--- config.mk ---
export PLATFORM = sky130hd
export DESIGN_NAME = rtc_bcd_counter
export DESIGN_NICKNAME = d
export VERILOG_FILES = /design/src/rtl/rtc_bcd_counter.sv
export SDC_FILE = /design/constraint.sdc
export NUM_CORES = 1
export LEC_CHECK = 0
export ABC_AREA = 1
export CORE_UTILIZATION = 35
export DETAILED_ROUTE_END_ITERATION = 7
export PLACE_DENSITY = 0.58
export SLEW_MARGIN = 40
export SYNTH_ARGS = -nofsm -noshare
export SYNTH_HDL_FRONTEND = slang
export SYNTH_SLANG_ARGS = --single-unit
--- constraint.sdc ---
create_clock -name CLK -period 1.8 [get_ports CLK]
set_clock_uncertainty 0.15 [all_clocks]
set_input_delay 0.27 -clock CLK [delete_from_list [all_inputs] [get_ports CLK]]
set_output_delay 0.27 -clock CLK [all_outputs]
set_load 0.01 [all_outputs]
--- src/rtl/rtc_bcd_counter.sv ---
// Real-time clock keeping HH:MM:SS in BCD, advanced by a synchronised 1 Hz input
// and loadable through a four-phase SET_REQ/SET_ACK handshake with BCD validation.
module rtc_bcd_counter #(
    parameter int SYNC_STAGES = 2
) (
    input  logic       CLK,
    input  logic       RESET,
    input  logic       CK_1HZ,
    input  logic       RUN,
    input  logic       SET_REQ,
    input  logic [7:0] SET_HH,
    input  logic [7:0] SET_MM,
    input  logic [7:0] SET_SS,
    output logic       SET_ACK,
    output logic [7:0] HH,
    output logic [7:0] MM,
    output logic [7:0] SS,
    output logic       SEC_TICK,
    output logic       DAY_TICK,
    output logic       ERR
);

    typedef enum logic [1:0] {
        ST_IDLE,
        ST_LOAD,
        ST_ACK
    } set_state_e;

    localparam logic [7:0] FIELD_MAX [3] = '{8'h59, 8'h59, 8'h23};

    set_state_e             state_q;
    logic [SYNC_STAGES-1:0] sync_q;
    logic [SYNC_STAGES:0]   chain_d;
    logic                   prev_q;
    logic [7:0]             hh_q, mm_q, ss_q;
    logic [7:0]             hh_d, mm_d, ss_d;
    logic                   ack_q, err_q, sec_tick_q, day_tick_q;
    logic                   tick, count_en, ss_wrap, mm_wrap, hh_wrap;
    logic [7:0]             set_field [3];
    logic [2:0]             field_ok;
    logic                   set_valid;

    function automatic logic [7:0] bcd_inc(input logic [7:0] v);
        if (v[3:0] == 4'd9) begin
            return {v[7:4] + 4'd1, 4'd0};
        end
        return {v[7:4], v[3:0] + 4'd1};
    endfunction

    assign set_field[0] = SET_SS;
    assign set_field[1] = SET_MM;
    assign set_field[2] = SET_HH;

    // A field is loadable only if both digits are decimal and it is within its range.
    generate
        for (genvar gi = 0; gi < 3; gi++) begin : g_field_chk
            assign field_ok[gi] = (set_field[gi][7:4] <= 4'd9) &&
                                  (set_field[gi][3:0] <= 4'd9) &&
                                  (set_field[gi] <= FIELD_MAX[gi]);
        end
    endgenerate

    assign set_valid = &field_ok;

    always_comb begin
        chain_d  = {sync_q, CK_1HZ};
        tick     = sync_q[SYNC_STAGES-1] & ~prev_q;
        count_en = tick & RUN & (state_q != ST_LOAD);
        ss_wrap  = (ss_q == 8'h59);
        mm_wrap  = (mm_q == 8'h59);
        hh_wrap  = (hh_q == 8'h23);
        ss_d     = ss_wrap ? 8'h00 : bcd_inc(ss_q);
        mm_d     = mm_q;
        hh_d     = hh_q;
        if (ss_wrap) begin
            mm_d = mm_wrap ? 8'h00 : bcd_inc(mm_q);
            if (mm_wrap) begin
                hh_d = hh_wrap ? 8'h00 : bcd_inc(hh_q);
            end
        end
    end

    always_ff @(posedge CLK) begin
        if (RESET) begin
            // Presetting the detector high means a CK_1HZ already high at release is not a second.
            sync_q     <= '1;
            prev_q     <= 1'b1;
            state_q    <= ST_IDLE;
            hh_q       <= 8'h00;
            mm_q       <= 8'h00;
            ss_q       <= 8'h00;
            ack_q      <= 1'b0;
            err_q      <= 1'b0;
            sec_tick_q <= 1'b0;
            day_tick_q <= 1'b0;
        end else begin
            sync_q     <= chain_d[SYNC_STAGES-1:0];
            prev_q     <= sync_q[SYNC_STAGES-1];
            sec_tick_q <= 1'b0;
            day_tick_q <= 1'b0;

            unique case (state_q)
                ST_IDLE: begin
                    if (SET_REQ) begin
                        state_q <= ST_LOAD;
                    end
                end
                ST_LOAD: begin
                    state_q <= ST_ACK;
                    ack_q   <= 1'b1;
                    if (set_valid) begin
                        hh_q  <= SET_HH;
                        mm_q  <= SET_MM;
                        ss_q  <= SET_SS;
                        err_q <= 1'b0;
                    end else begin
                        err_q <= 1'b1;
                    end
                end
                ST_ACK: begin
                    if (!SET_REQ) begin
                        state_q <= ST_IDLE;
                        ack_q   <= 1'b0;
                    end
                end
                default: state_q <= ST_IDLE;
            endcase

            // The LOAD cycle swallows any coincident tick, so the two never collide.
            if (count_en) begin
                ss_q       <= ss_d;
                mm_q       <= mm_d;
                hh_q       <= hh_d;
                sec_tick_q <= 1'b1;
                day_tick_q <= ss_wrap & mm_wrap & hh_wrap;
            end
        end
    end

    assign HH       = hh_q;
    assign MM       = mm_q;
    assign SS       = ss_q;
    assign SET_ACK  = ack_q;
    assign ERR      = err_q;
    assign SEC_TICK = sec_tick_q;
    assign DAY_TICK = day_tick_q;

endmodule

After elaboration in Yosys (flattened, before gate mapping)
Index checks and enable logic that the tools add are counted.

Output and inout port bits: 28. Word-level logic and storage cells: 105. Flip-flop bits (word level): 33.

Magnitude comparators: 9. Bitwise operators: 7. Equal/unequal tests: 16. Reduce and logical (&&, ||, !) cells: 20. Muxes and demuxes: 34. Add/subtract/negate cells: 6.

Operators by type and width (count): 8-bit 2-to-1 mux (21); 4-bit by 1-bit adder with 4-bit output, second input constant (6); 4-bit less-or-equal comparator, second input constant (6); 8-bit by 7-bit equality test with 1-bit output, second input constant (2); 8-bit by 7-bit less-or-equal comparator with 1-bit output, second input constant (2); 4-bit equality test, second input constant (3); 1-bit 2-to-1 mux (9); 3-bit by 1-bit != test with 1-bit output, second input constant (3); 3-bit AND reduction (3); 8-bit by 6-bit equality test with 1-bit output, second input constant (1); 8-bit by 6-bit less-or-equal comparator with 1-bit output, second input constant (1); 4-bit AND reduction (2); 1-bit logical AND (6); 2-bit by 1-bit != test with 1-bit output, second input constant (3); 2-bit case mux with 3 select lines (1); 2-bit AND reduction (3); 2-bit nonzero test (3); 1-bit bitwise AND (5); 5-bit AND reduction (1); 2-bit 2-to-1 mux (2); 2-bit != test, second input constant (2); 2-bit by 1-bit equality test with 1-bit output, second input constant (1); 2-bit equality test, second input constant (1); 2-bit logical NOT (1); other kinds (3) (4).

Logic depth before layout (Yosys ltp)
Gate-level depths: netlist of run 1.

Depth after elaboration: 9. Depth in mapped cells: 11. Depth with buffers taken out: 11.

Worst setup path after synthesis of run 1
Ideal clock, no wire load.

Path type: reg2reg. Start: register ss_q[0] (netlist: SS[0]). End: register mm_q[4] (netlist: MM[4]). Data required time: 1.535 ns. Period minus slack after synthesis: 1.689 ns. Slack: 0.111 ns. Arrival time: 1.424 ns. Cell stages (with the launch flop): 9. Cell sequence: dfxtp_1 > ha_1 > nand3b_4 > nor2_1 > nor2_2 > a21oi_2 > nand3_1 > nand2_1 > nor2_1.

Word-level cells in the longest chain between the ends: 3.

Ends and longest elaborated chain: start, declared (RTL line 35) `logic [7:0] hh_q, mm_q, ss_q;`; start signal, assigned (RTL line 131) `ss_q <= ss_d;`; 8-bit by 7-bit equality test with 1-bit output (RTL line 69) `ss_wrap = (ss_q == 8'h59);`; 2-bit by 1-bit != test with 1-bit output (no source line); 4-bit AND reduction (no source line); end signal, assigned (RTL line 132) `mm_q <= mm_d;`; end, declared (RTL line 35).

No other way between the ends. A chain may end at the register's enable or synchronous reset.

Final worst setup path of run 1
Start: register hh_q[0] (netlist: HH[0]). End: output port HH[0].

RTL lines: start, declared (RTL line 35); start signal, assigned (RTL line 133) `hh_q <= hh_d;`; end, declared (RTL line 15) `output logic [7:0] HH,`.

No word-level cell between the ends.

==> run_results.csv, run 1 <==
group,metric,value,unit
pwr,power_density,526,nW/µm²
critical_path,required,1.38,ns
sta,final-max-slew-violation-count,0,
clocking,cts_hold_buf,0,
yosys,avgSynthCellArea,6.91,µm²
yosys,yosysTopAreaCell,"dfxtp_1",
sta,hold_violations,0,
floorplan,std_cell_rows,28,
status,status,"completed",
critical_path,crit_path_end_kind,"output port",
yosys,ys_seq_elements,33,
detailed_routing,viasPerCell,4.69,
critical_path,r2r_setup_slack,0.08,ns
critical_path,path_cells,"clkdlybuf4s50_1",
yosys,synthArstFlopShare,0,
placement,hpwl,4340,µm
sta,setup_tns,0,ns
layout,drive_gt1_frac,0.233,
sta,max_slew_margin,0.669,
pwr,internal_power,1.34,mW
sta,timing.fmax,0.578,GHz
critical_path,path_class,"register to output port",
pwr,pwr-share-seq,0.437,
critical_path,slowest_stage,"clkdlybuf4s50_1",
layout,stdcell_area,3290,µm²
layout,fin_nets,446,
pwr,power_frac_comb,0.151,
sta,worstMarginPinSlew,0.496,ns
yosys,synthDominantCellAreaShare,0.308,
placement,place.gp.congestion,0.816,
detailed_routing,drtIter0Drc,98,
clocking,numCtsBuffers,5,
floorplan,die_x,80.3,µm
global_routing,track_usage,0.186,
floorplan,start_util,0.362,
critical_path,cpLargestDelayFamily,"buffers and inverters",
global_routing,grt-ovfl-total,0,
sta,fin_ws,0.0699,ns
pwr,switching_share,0.228,
clocking,clock_latency,0.28,ns
yosys,ys_warn_count,0,
sta,rsz0062_at_grt,"true",
layout,syn_to_final_growth,53.7,%
sta,setup_viol,0,
sta,whs,0.258,ns
clocking,htreeDepth,2,
placement,place_area,3030,µm²
clocking,clk_pin_slew,0.07,ns
yosys,ys_types,36,
yosys,ys.flop_type,"dfxtp_1",
floorplan,coreArea,5920,µm²
worst_hold_path,hold_path.class,"register to register",
global_routing,antenna_found_initial,0,
detailed_routing,drt-total-wl,5610,µm
floorplan,dieArea,6440,µm²
critical_path,critPathBufInv,1,
global_routing,grt_pass1_wl,9350,µm
clocking,cts_tree,"done",
floorplan,ioPinCount,57,
placement,port_buffers,56,
clocking,cts_max_path_buffers,2,
layout,diodes,0,
detailed_routing,vias,2265,
pwr,leakagePower,1.54,nW
pwr,power.total,1.73,mW
global_routing,grt_max_degree,17,
yosys,synthTopCellsByArea,"dfxtp_1 31%, nand2_1 13%, nor2_1 9.3%",
critical_path,start_kind,"register",
detailed_routing,firstDrtPassIters,4,
clocking,clock-sinks,33,
pwr,power_switching,0.396,mW
pwr,power.share.clock,0.413,
yosys,yosysSeqAreaShare,0.308,
detailed_routing,postRouteAntennaNets,0,
clocking,clock-root-buffer,"clkbuf_8",
critical_path,cp_slowest_stage_delay,0.58,ns
yosys,netlist_instances,310,
global_routing,grt_pass1_vias,2082,
pwr,vdd.ir_drop.worst,0.394,mV
yosys,synth_edf_count,0,
critical_path,worstPathMaxFanout,7,
critical_path,worstPathArrival,1.31,ns
sta,fin_crit,1.73,ns
detailed_routing,wire_per_inst,11.6,µm
job,cap_violations,0,
placement,pre_cts_ws,-0.194,ns
yosys,syn_nets,349,
yosys,mappedNetlistArea,2140,µm²
floorplan,fp.dieH,80.3,µm
detailed_routing,drc,0,
sta,fin_crit_sh,0.961,
-- final timing paths --
path | from | end | depth (start not counted)
setup / recovery | HH[0]$_SDFFE_PP0P_ | HH[0] | 1
hold / removal | sync_q[0]$_SDFF_PP1_ | sync_q[1]$_SDFF_PP1_ | 1
setup reg to reg | MM[1]$_SDFFE_PP0P_ | HH[7]$_SDFFE_PP0P_ | 8
hold reg to reg | sync_q[0]$_SDFF_PP1_ | sync_q[1]$_SDFF_PP1_ | 1
-- final cells by class --
class | instances | area [µm²]
multi-input cells | 239 | 1390
flip-flops and latches | 33 | 667
inverters | 29 | 111
clock buffers | 7 | 86.3
clock inverters | 1 | 30.0
repair buffers | 99 | 913
fillers | 583 | 2630
well taps | 75 | 93.8
-- power groups by stage --
stage / combinational (mW) / clock, mW / sequential, mW
2_1_floorplan: 0.107 / 0 / 0.777
3_3_place_gp: 0.247 / 0 / 0.773
3_5_place_dp: 0.247 / 0 / 0.774
4_1_cts: 0.249 / 0.738 / 0.757
5_1_grt: 0.289 / 0.779 / 0.758
6_report: 0.262 / 0.715 / 0.757
-- through the flow --
stage	instances	utilization
global placement	471	0.512
floorplan	310	-
detailed placement	471	0.512
CTS	479	0.532
finish	483	0.556
global route	483	0.556
-- placed cells by master (no fill, tap or decap), types with 3 or more instances in the layout --
master,count
nand2_4,4
nand4_1,3
or2_2,3
ha_1,8
inv_1,25
buf_4,41
inv_2,3
xnor2_1,5
xor2_1,6
nor2_1,48
o21ai_1,5
nand2_2,4
clkdlybuf4s50_1,54
nor2_2,6
dfxtp_1,30
clkbuf_8,6
o22ai_1,4
a21oi_2,5
a21oi_1,10
o21ai_0,14
nand3_1,22
nand2_1,71
-- routing by layer --
layer  GRT usage  routed length, µm
met3      0.0375                195
met2       0.322               2640
met1       0.234               2720
met5           0                  0
met4      0.0500                 58
-- Yosys cell counts, types with 3 or more instances --
master and number:
nand2_1 74, nor2_1 53, dfxtp_1 33, inv_1 26, nand3_1 24, o21ai_0 16, a21oi_1 14, ha_1 10
xor2_1 6, xnor2_1 5, o22ai_1 4, a21oi_2 3, clkbuf_1 3, nand2_4 3, nand4_1 3, o21ai_1 3
or2_2 3
-- state kept, by name, summed over array words and instances, names as in the netlist --
signal	cells
HH	8
prev_q	1
SEC_TICK	1
SET_ACK	1
SS	8
DAY_TICK	1
sync_q	2
MM	8
ERR	1
state_q	2
-- logic make-up (layout without fill, tap and decap cells) --
family,after synthesis,in the layout,share of synthesized area
AND/OR/NAND/NOR,175,175,0.386
AO/OA/AOI/OAI,43,43,0.113
buffers and inverters,38,136,0.0899
flip-flops,33,33,0.308
XOR/XNOR,11,11,0.0449
adder cells (fa/ha/maj),10,10,0.0584
-- what timing repair did --
item                       CTS  global route
buffers inserted             0             4
setup endpoints to repair    0            21
resized for setup            0            32
Note: power is estimated with default switching activity, not from simulation.
==> inputs of run 2 (changes only) <==
DONT_BUFFER_PORTS = 1   (was unset)
PLACE_DENSITY = 0.46   (was 0.58)
==> run 2 against run 1 <==
Effect of this change:
- first-iteration DRC count grew 3.1%
- register-to-register slack lost 0.02 ns
- non-clock buffer count fell by 67
- via count decreased by 8.9%
- hold slack worse by 0.21 ns
- combinational power down 37%
- sequential power hardly changed
- cell count down 14%
- clock power down 19%
- routed wire length is 1.7% higher
- flip-flop and latch count stayed put
- utilization fell by 12 points
- critical path type is now register to register
- largest cell class unchanged
- highest routed layer unchanged
==> run_results.csv, run 2 (same netlist as run 1, synthesis figures left out) <==
group,metric,value,unit
sta,worstMarginPinSlew,0.678,ns
critical_path,start_kind,"register",
sta,timing.fmax,0.575,GHz
layout,stdcell_area,2590,µm²
floorplan,die_x,80.3,µm
global_routing,grt-ovfl-total,0,
critical_path,r2r-start,"MM[5]$_SDFFE_PP0P_",
global_routing,antenna_found_initial,0,
sta,hold_violations,0,
placement,hpwl,4160,µm
detailed_routing,viasPerCell,4.95,
critical_path,crit_path_end_kind,"register",
clocking,numCtsBuffers,5,
detailed_routing,drtIter0Drc,101,
sta,max_slew_margin,0.546,
critical_path,path_class,"register to register",
detailed_routing,firstDrtPassIters,5,
critical_path,path_cells,"inv_2, ha_2, nand3b_1, o21ai_4, nand2_2, nor2_4, nand2_4, nand2_2, a21oi_2",
sta,final-max-slew-violation-count,0,
layout,syn_to_final_growth,20.8,%
global_routing,track_usage,0.189,
pwr,power_density,579,nW/µm²
placement,pre_cts_ws,0.0270,ns
clocking,htreeDepth,2,
floorplan,start_util,0.362,
worst_hold_path,whs_endpoint,"SET_ACK$_SDFFE_PP0P_",
pwr,vdd.ir_drop.worst,0.372,mV
global_routing,grt_max_degree,18,
critical_path,worstPathMaxFanout,5,
sta,setup_viol,0,
critical_path,worstPathArrival,1.74,ns
worst_hold_path,hold_path.class,"input port to register",
detailed_routing,postRouteAntennaNets,0,
critical_path,cp_slowest_stage_delay,0.33,ns
clocking,clock_latency,0.29,ns
placement,place.gp.congestion,0.779,
clocking,cts_max_path_buffers,2,
detailed_routing,drt-total-wl,5710,µm
layout,fin_nets,380,
worst_hold_path,holdPathStages,2,
clocking,clock-sinks,33,
floorplan,ioPinCount,57,
placement,place_area,2340,µm²
critical_path,crit_start,"MM[5]$_SDFFE_PP0P_",
detailed_routing,drc,0,
critical_path,reg2reg_depth,9,
sta,fin_crit_sh,0.967,
worst_hold_path,min_from,"SET_REQ",
floorplan,std_cell_rows,28,
layout,layout_common_cells,"72 x nand2_1, 52 x nor2_1, 30 x dfxtp_1, 28 x buf_4, 25 x inv_1",
clocking,clock-root-buffer,"clkbuf_8",
layout,diodes,0,
critical_path,r2r-end,"HH[5]$_SDFFE_PP0P_",
placement,port_buffers,0,
global_routing,grt_pass1_vias,1932,
critical_path,cpMostUsedCell,"nand2_2",
detailed_routing,wire_per_inst,13.7,µm
clocking,clk_pin_slew,0.08,ns
layout,drive_gt1_frac,0.213,
floorplan,coreArea,5920,µm²
status,status,"completed",
floorplan,fp.dieH,80.3,µm
pwr,leakagePower,1.24,nW
clocking,cts_tree,"done",
floorplan,dieArea,6440,µm²
detailed_routing,vias,2063,
sta,fin_ws,0.0597,ns
pwr,power.total,1.50,mW
sta,rsz0062_at_grt,"true",
critical_path,r2r_setup_slack,0.06,ns
critical_path,slowest_stage,"dfxtp_2",
placement,place_inst,400,
sta,fin_crit,1.74,ns
layout,final_common_cell,"nand2_1",
layout,layout.cells.non_filler,417,
job,cap_violations,0,
critical_path,required,1.80,ns
global_routing,grt_pass1_wl,9270,µm
==> run 2: power by group <==
part	switching [mW]	internal, mW	leakage [nW]
clock	0.309	0.271	0.0364
combinational	0.101	0.0624	0.936
sequential	0.0119	0.744	0.269
total	0.422	1.08	1.24
==> run 2: worst max-delay path, delay by kind of cell (launching register included) <==
kind | cells | cell delay [ns]
AOI/OAI and AO/OA | 2 | 0.30
adders and majority gates | 1 | 0.16
buffers and inverters | 1 | 0.04
DFF | 1 | 0.33
and+or+nand+nor | 5 | 0.63
==> run 2: how the worst max path moves through the flow <==
stage | to | depth (start not counted) | slack (ns)
3_5_place_dp | MM[7]$_SDFFE_PP0P_ | 9 | 0.03
5_1_grt | MM[1]$_SDFFE_PP0P_ | 9 | -0.02
2_1_floorplan | MM[4]$_SDFFE_PP0P_ | 8 | 0.11
4_1_cts | SS[6]$_SDFFE_PP0P_ | 8 | 0.03
3_3_place_gp | MM[6]$_SDFFE_PP0P_ | 9 | 0.03
6_report | HH[5]$_SDFFE_PP0P_ | 9 | 0.06
==> run 2: final cells by class <==
type / instances / area (µm²)
Fill cell: 632 / 3330
Multi-Input combinational cell: 240 / 1370
Sequential cell: 33 / 664
Timing Repair Buffer: 32 / 260
Inverter: 29 / 114
Tap cell: 75 / 93.8
Clock buffer: 5 / 68.8
Clock inverter: 3 / 22.5
==> run 2: metal layers <==
layer / share of wire / wire [µm] / track usage
met1: 0.49 / 2800 / 0.250
met2: 0.44 / 2530 / 0.298
met3: 0.049 / 280 / 0.0466
met4: 0.017 / 99 / 0.0607
met5: 0 / 0 / 0
==> run 2: what timing repair did <==
action / 4_1_cts / 5_1_grt
hold buffers: 3 / 0
hold endpoints to repair: 18 / 0
pin swaps: 0 / 7
endpoints found under the setup margin: 1 / 22
gates resized for setup: 2 / 18
gates cloned: 0 / 1
buffers inserted: 0 / 5
==> run 2: per-stage QoR <==
step / setup TNS [ns] / util / hold slack (ns)
CTS: 0 / 0.417 / 0.0333
global placement: 0 / 0.395 / 0.186
global route: -0.0555 / 0.437 / 0.0684
finish: 0 / 0.437 / 0.0438
detailed placement: 0 / 0.395 / 0.190
floorplan: 0 / - / 0.224
==> inputs of run 3 (changes only) <==
CORE_UTILIZATION = 45   (was 35)
PLACE_DENSITY = 0.57   (was 0.46)
==> run 3 against run 2 <==
Effect of this change:
- non-clock buffer count unchanged
- cell count shrank 5.8%
- first-iteration DRC count decreased by 18%
==> run_results.csv, run 3 (same netlist as run 1, synthesis figures left out) <==
group,metric,value,unit
placement,port_buffers,0,
layout,diodes,0,
layout,syn_to_final_growth,19.0,%
clocking,numCtsBuffers,5,
sta,fin_crit_sh,0.956,
clocking,clock-root-buffer,"clkbuf_8",
worst_hold_path,holdPathStages,2,
critical_path,required,1.83,ns
clocking,clock_latency,0.29,ns
critical_path,r2r-start,"SS[5]$_SDFFE_PP0P_",
placement,place_inst,376,
floorplan,start_util,0.479,
layout,fill_cells,445,
worst_hold_path,hold_path.class,"input port to register",
pwr,vdd.ir_drop.worst,0.409,mV
global_routing,grt_max_degree,18,
detailed_routing,vias,2055,
critical_path,worstPathMaxFanout,8,
detailed_routing,firstDrtPassIters,7,
sta,whs,0.0519,ns
critical_path,crit_start,"SS[5]$_SDFFE_PP0P_",
pwr,power_density,636,nW/µm²
global_routing,grt_pass1_wl,8520,µm
detailed_routing,drc,0,
status,status,"completed",
critical_path,worstPathArrival,1.75,ns
floorplan,die_x,71.0,µm
detailed_routing,drtIter0Drc,83,
layout,layout.cells.non_filler,393,
critical_path,start_kind,"register",
global_routing,grt-ovfl-total,0,
layout,final_common_cell,"nand2_1",
clocking,clock-sinks,33,
floorplan,std_cell_rows,24,
floorplan,ioPinCount,57,
sta,worstMarginPinSlew,0.626,ns
layout,multi_input_area,1350,µm²
detailed_routing,wire_per_inst,13.2,µm
critical_path,reg2reg_depth,9,
global_routing,track_usage,0.216,
sta,setup_viol,0,
sta,max_slew_margin,0.582,
detailed_routing,viasPerCell,5.23,
sta,rsz0062_at_grt,"true",
layout,drive_gt1_frac,0.202,
layout,fin_nets,379,
sta,final-max-slew-violation-count,0,
detailed_routing,drt-total-wl,5190,µm
pwr,power.total,1.62,mW
job,cap_violations,0,
clocking,cts_max_path_buffers,2,
floorplan,coreArea,4470,µm²
clocking,htreeDepth,2,
global_routing,antenna_found_initial,0,
layout,post-route-util,0.570,
placement,hpwl,3860,µm
sta,fin_crit,1.72,ns
clocking,clk_pin_slew,0.07,ns
layout,register_area,662,µm²
detailed_routing,postRouteAntennaNets,0,
worst_hold_path,min_from,"SET_REQ",
clocking,cts_tree,"done",
sta,timing.fmax,0.581,GHz
critical_path,crit_path_end_kind,"register",
sta,fin_ws,0.0787,ns
placement,place.gp.congestion,0.828,
pwr,leakagePower,1.25,nW
global_routing,grt_pass1_vias,1927,
floorplan,fp.dieH,71.0,µm
critical_path,path_class,"register to register",
layout,layout_common_cells,"72 x nand2_1, 51 x nor2_1, 32 x dfxtp_1, 29 x buf_4, 26 x inv_1",
floorplan,dieArea,5040,µm²
placement,pre_cts_ws,0.0617,ns
sta,hold_violations,0,
## run 3: cell types whose count changed in the layout (fill, tap and decap cells not counted), moves of 2 or more
| cell | before | now |
|---|---|---|
| clkinvlp_4 | 3 | 1 |
| inv_2 | 3 | 1 |
| dfxtp_1 | 30 | 32 |
| nand3_2 | 1 | 3 |
| dfxtp_2 | 3 | 1 |
| inv_4 | 0 | 2 |
## run 3: worst paths after layout
kind / slack, ns / endpoint
worst min register to register: 0.26 / sync_q[1]$_SDFF_PP1_
worst max-delay path: 0.08 / MM[5]$_SDFFE_PP0P_
worst min-delay path: 0.05 / SET_ACK$_SDFFE_PP0P_
worst max register to register: 0.08 / MM[5]$_SDFFE_PP0P_
## run 3: final cells by class
type,instances,share of cell area
flip-flops and latches,33,0.259
clock inverters,3,0.0181
repair buffers,32,0.0971
well taps,52,0.0255
inverters,29,0.0446
clock buffers,5,0.0270
multi-input cells,239,0.528
## run 3: metrics by stage
step | cell area [µm²] | TNS [ns]
5_1_grt | 2550 | -0.106
6_report | 2550 | 0
4_1_cts | 2440 | 0
3_5_place_dp | 2300 | 0
2_1_floorplan | 2140 | 0
3_3_place_gp | 2300 | 0
## run 3: per-layer routing
| layer | share of wire | routed length, µm | vias up | track usage |
|---|---|---|---|---|
| met5 | 0 | 0 | - | 0 |
| met4 | 0.0079 | 41 | 0 | 0.0533 |
| met3 | 0.059 | 306 | 4 | 0.0513 |
| met2 | 0.47 | 2420 | 61 | 0.363 |
| met1 | 0.47 | 2420 | 931 | 0.281 |
| li1 | - | - | 1059 | - |
## run 3: worst max-delay path, stage by stage, from the launching register on
cell and delay [ns]:
dfxtp_2 0.32, inv_1 0.06, ha_1 0.14, nand3b_1 0.19
nor2_4 0.20, nor2_4 0.06, a21oi_4 0.25, nand3_1 0.12
nand2_1 0.07, nor2_1 0.05
## run 3: power by group
part / switching [mW] / total, mW / internal (mW)
clock network: 0.299 / 0.713 / 0.414
registers: 0.0128 / 0.757 / 0.744
logic: 0.0944 / 0.153 / 0.0588
## run 3: repair_timing
item,in CTS,in global routing
hold buffers,3,0
endpoints found under the setup margin,0,16
gates resized for setup,0,15
endpoints found under the hold margin,18,0
setup buffers,0,6
==> variant 1, RTL diff (flow settings as in run 2) <==
Put one more register stage on the output `ERR`, cleared by the reset. The value now appears one clock later. The other outputs are not delayed to match.
--- a/src/rtl/rtc_bcd_counter.sv
+++ b/src/rtl/rtc_bcd_counter.sv
@@ -143,3 +143,9 @@
     assign SET_ACK  = ack_q;
-    assign ERR      = err_q;
+    always_ff @(posedge CLK) begin
+        if (RESET) begin
+            ERR <= '0;
+        end else begin
+            ERR <= err_q;
+        end
+    end
     assign SEC_TICK = sec_tick_q;
Formal check against the unedited RTL: not equivalent (a bounded check fails within 4 cycles, from zero or initial values and one cycle with RESET high).
==> variant 1 against run 2 <==
Setup slack improved by 67 ps; sequential cell count increased by 1; count of clock-buffer cells in the layout unchanged; clock power increased by 20%; wire length increased by 2.2%; cell count increased by 2.2%; critical path depth increased by 1; non-clock buffer count increased by 2; area after synthesis increased by 5.1%; total power increased by 9.4%; cell area increased by 2.6%.
==> variant 1: results (changes against run 2) <==
cts_buffers: 5  # unchanged
antennaDiodeCount: 0  # unchanged
hold_class: "in2reg"
wl_met3_um: 301  # +7.5%
gp_congestion: 0.7893  # +1.4%
vias_per_cell: 4.923  # -0.50%
grt_start_max_net_pins: 20  # +2
cts_max_level: 2  # unchanged
intPower_w: 0.001239  # +15%
drive_gt1_share_pct: 22.51  # +1.2 points
wl_met2_um: 2777  # +9.8%
wl_per_cell_um: 13.70  # about the same
crit_start: "SS[5]"
synth.area.top_cells: "dfxtp_1 (30%), nand2_1 (13%), nor2_1 (7.2%)"
hpwl_um: 4428  # +6.4%
syn_nets: 357  # +2.3%
reg2reg_slack_ps: 130  # +70 ps
fin_nets: 389  # +2.4%
antenna_found_initial: 0  # unchanged
io_buffers: 0  # unchanged
grt_pass1_vias: 2082  # +7.8%
async_reset_ff_share_pct: 0  # unchanged
top_layer_used: "met4"
p_leak_nw: 1.240  # about the same
path_max_fanout: 4  # -1
status: "finished, final reports clean"
clk_path_buf_depth: 2  # unchanged
synth_cell_type_count: 35  # -2.8%
grt_pass1_wl_um: 9549  # +3.0%
root_buffer: "clkbuf_8"
ys_warn_count: 0  # unchanged
worstMarginPinSlew_ps: 547.6  # -130.8 ps
path_clk_slew_ps: 70
vdd.ir_drop.worst_uv: 333.4  # -10%
post_dp_cell_area_um2: 2490  # +6.6%
first_pass_iters: 4  # -1
yosysSeqAreaShare_pct: 30.21  # -0.62 points
first_iter_violations: 79  # -22%
netlist_top_cells_count: "nand2_1 (80), nor2_1 (43), dfxtp_1 (34), inv_1 (29), nand3_1 (26)"
track_usage_pct: 18.97  # +0.080 points
clock_latency_ps: 280
fin_hold_ws_ps: 47.78  # +3.973 ps
drt-met1-wl_um: 2700  # -3.6%
worstHoldStart: "SET_REQ"
final.fill_count: 656  # +3.8%
-- variant 1: cell count changes in the layout (fill, tap and decap cells not counted), sizes merged, moves of 3 or more --
cell	run 2	this run
buf	29	32
clkinvlp	3	0
o21a	0	3
nor2	58	48
nand2	79	89
nand3b	5	1
o21ai	21	18
nand3	26	29
inv	29	33
-- variant 1: cell type report --
class / count / area (µm²) / share of cell area [%]
Clock buffer: 5 / 68.82 / 2.591
Clock inverter: 3 / 40.04 / 1.507
Inverter: 33 / 126.4 / 4.757
Multi-Input combinational cell: 242 / 1389 / 52.28
Sequential cell: 34 / 680.7 / 25.62
Tap cell: 75 / 93.84 / 3.533
Timing Repair Buffer: 34 / 257.7 / 9.703
-- variant 1: cell families after synthesis --
logic type,Yosys count,synth area share (%)
buf+inv,42,9.273
compound gates,45,12.71
fa+ha+maj,10,5.552
simple gates,178,38.76
flops,34,30.21
xor+xnor,9,3.498
-- variant 1: path summary, 6_finish.rpt --
check	cells past startpoint	end
setup / recovery	10	MM[1]
hold / removal	2	SET_ACK
setup reg to reg	10	MM[1]
hold reg to reg	1	sync_q[1]
-- variant 1: per-layer routing --
layer / global-route usage, % / up-vias
met5: 0 / -
li1: - / 1084
met4: 6.316 / 0
met1: 23.77 / 946
met3: 3.956 / 6
met2: 32.15 / 61
-- variant 1: timing repair --
item                       CTS  global route
hold buffers                 3             0
setup buffers                0             1
setup endpoints to repair    0            22
resized for setup            0             6
hold endpoints to repair    20             0
-- variant 1: critical path, stage by stage, from the launching register on --
cell	delay, ps
dfxtp_1	310
inv_1	50
ha_1	140
nand3_2	100
buf_4	160
o21ai_4	170
nand2_8	90
inv_4	100
nand2_4	80
o21ai_0	170
nor2_1	60
-- variant 1: power by group through the flow --
stage / Combinational, W / Clock (W) / Sequential (W)
5_1_grt: 0.000188 / 0.000753 / 0.000781
3_3_place_gp: 0.000153 / 0 / 0.000797
2_1_floorplan: 0.000119 / 0 / 0.000799
4_1_cts: 0.000165 / 0.000723 / 0.000779
3_5_place_dp: 0.000151 / 0 / 0.000796
6_report: 0.000165 / 0.000697 / 0.000779
-- variant 1: through the flow --
step / instances / worst slack, ps / power [W] / util, %
finish: 426 / 127.1 / 0.001642 / 43.83
global route: 426 / 4.498 / 0.001721 / 43.83
CTS: 425 / 39.28 / 0.001667 / 43.37
detailed placement: 414 / 46.02 / 0.0009477 / 41.08
global placement: 414 / 84.92 / 0.0009490 / 41.08
floorplan: 318 / 110.9 / 0.0009177 / -
==> variant 2, RTL diff (settings of run 2) <==
Made on the original files. Set the parameter `SYNC_STAGES` to 1 (it was 2).
--- a/src/rtl/rtc_bcd_counter.sv
+++ b/src/rtl/rtc_bcd_counter.sv
@@ -3,3 +3,3 @@
 module rtc_bcd_counter #(
-    parameter int SYNC_STAGES = 2
+    parameter int SYNC_STAGES = 1
 ) (
Check against the original RTL: not equivalent (Yosys sat finds a counterexample within 4 cycles, from zero or initial values and one cycle with RESET high).
==> variant 2 against run 2 <==
Sequential cell count decreased by 1; die area up 2.4%; clock power is 2% lower; cell area is 0.77% higher; area after synthesis is 2.5% higher; total power decreased by 2.5%; via count up 2.2%; largest cell class unchanged; hold slack about the same; setup slack improved by 55 ps; maximum frequency up 3.3%; first-iteration DRC count down 15%; global-route usage shrank 0.55 points; wire length hardly changed.
==> variant 2: results (changes against run 2) <==
fin_nets: 396  # +4.2%
p_comb_share_pct: 11.2  # +0.3 points
multi_input_area_share_pct: 52.28  # -0.45 points
n_clock_buffer: 6  # +1
ff_latch_area_um2: 640.6  # -3.6%
r2r_end: "HH[6]"
yosysSeqAreaShare_pct: 29.17  # -1.6 points
nonClkBufAreaFrac_pct: 10.07  # +0.019 points
num-multi-input-gates: 245  # +2.1%
inverters_excl_clock: 40  # +38%
placedCellCount: 420  # +5.0%
first_iter_violations: 86  # -15%
ff2ff_path_depth: 8  # -1
wl_met3_um: 287  # +2.5%
grt_start_max_net_pins: 20  # +2
critPathArrivalTime_ps: 1660  # -80 ps
drive_gt1_share_pct: 20.11  # -1.2 points
nonClockBufferCount: 33  # +3.1%
track_usage_pct: 18.34  # -0.55 points
drt-met1-wl_um: 2552  # -8.9%
instances_no_fill: 433  # +3.8%
p_seq_w: 0.000732  # -3.2%
num_vias: 2109  # +2.2%
final.fill_count: 650  # +2.8%
wl_met2_um: 2753  # +8.8%
grt_pass1_vias: 2046  # +5.9%
avgSynthCellArea_um2: 6.736  # -2.6%
seq_share_pct: 24.56  # -1.1 points
syn_nets: 365  # +4.6%
vdd.ir_drop.worst_uv: 339.5  # -8.7%
synth_cell_type_count: 34  # -5.6%
critical_path.max_stage_delay_ps: 400  # +70 ps
met2_usage_pct: 31.01  # +1.2 points
first_pass_iters: 4  # -1
ys_ff_latch: 32  # -3.0%
synth-xor-area-share_pct: 3.590  # -0.91 points
dp_slack_ps: 83.68  # +56.65 ps
clkCellAreaFrac_pct: 3.549  # +0.021 points
gp_congestion: 0.8242  # +5.8%
grt_pass1_wl_um: 9239  # -0.37%
status: "finished, final reports clean"
fin_hold_ws_ps: 44.13  # +0.3243 ps
wl_per_cell_um: 13.18  # -3.7%
relSlewSlack_pct: 48.84  # -5.8 points
==> variant 2: cell count changes after synthesis, sizes merged, moves of 2 or more <==
| cell | before | now |
|---|---|---|
| inv | 29 | 40 |
| xnor2 | 5 | 2 |
| nand2 | 79 | 92 |
| nand4 | 3 | 5 |
| nor2 | 57 | 51 |
| nand3b | 5 | 3 |
| nand3 | 26 | 29 |
==> variant 2: how the worst max path moves through the flow <==
stage	slack [ps]	to	start	cells after the start
5_1_grt	-7	HH[5]	MM[0]	8
3_5_place_dp	80	HH[3]	SS[1]	10
6_report	110	HH[6]	MM[0]	8
3_3_place_gp	120	HH[2]	SS[0]	9
2_1_floorplan	100	HH[7]	MM[4]	8
4_1_cts	60	HH[3]	SS[1]	10
==> variant 2: what timing repair did <==
item | in CTS | in global routing
resized for setup | 0 | 12
hold buffers | 3 | 0
hold endpoints to repair | 20 | 0
endpoints found under the setup margin | 0 | 8
setup buffers | 0 | 2
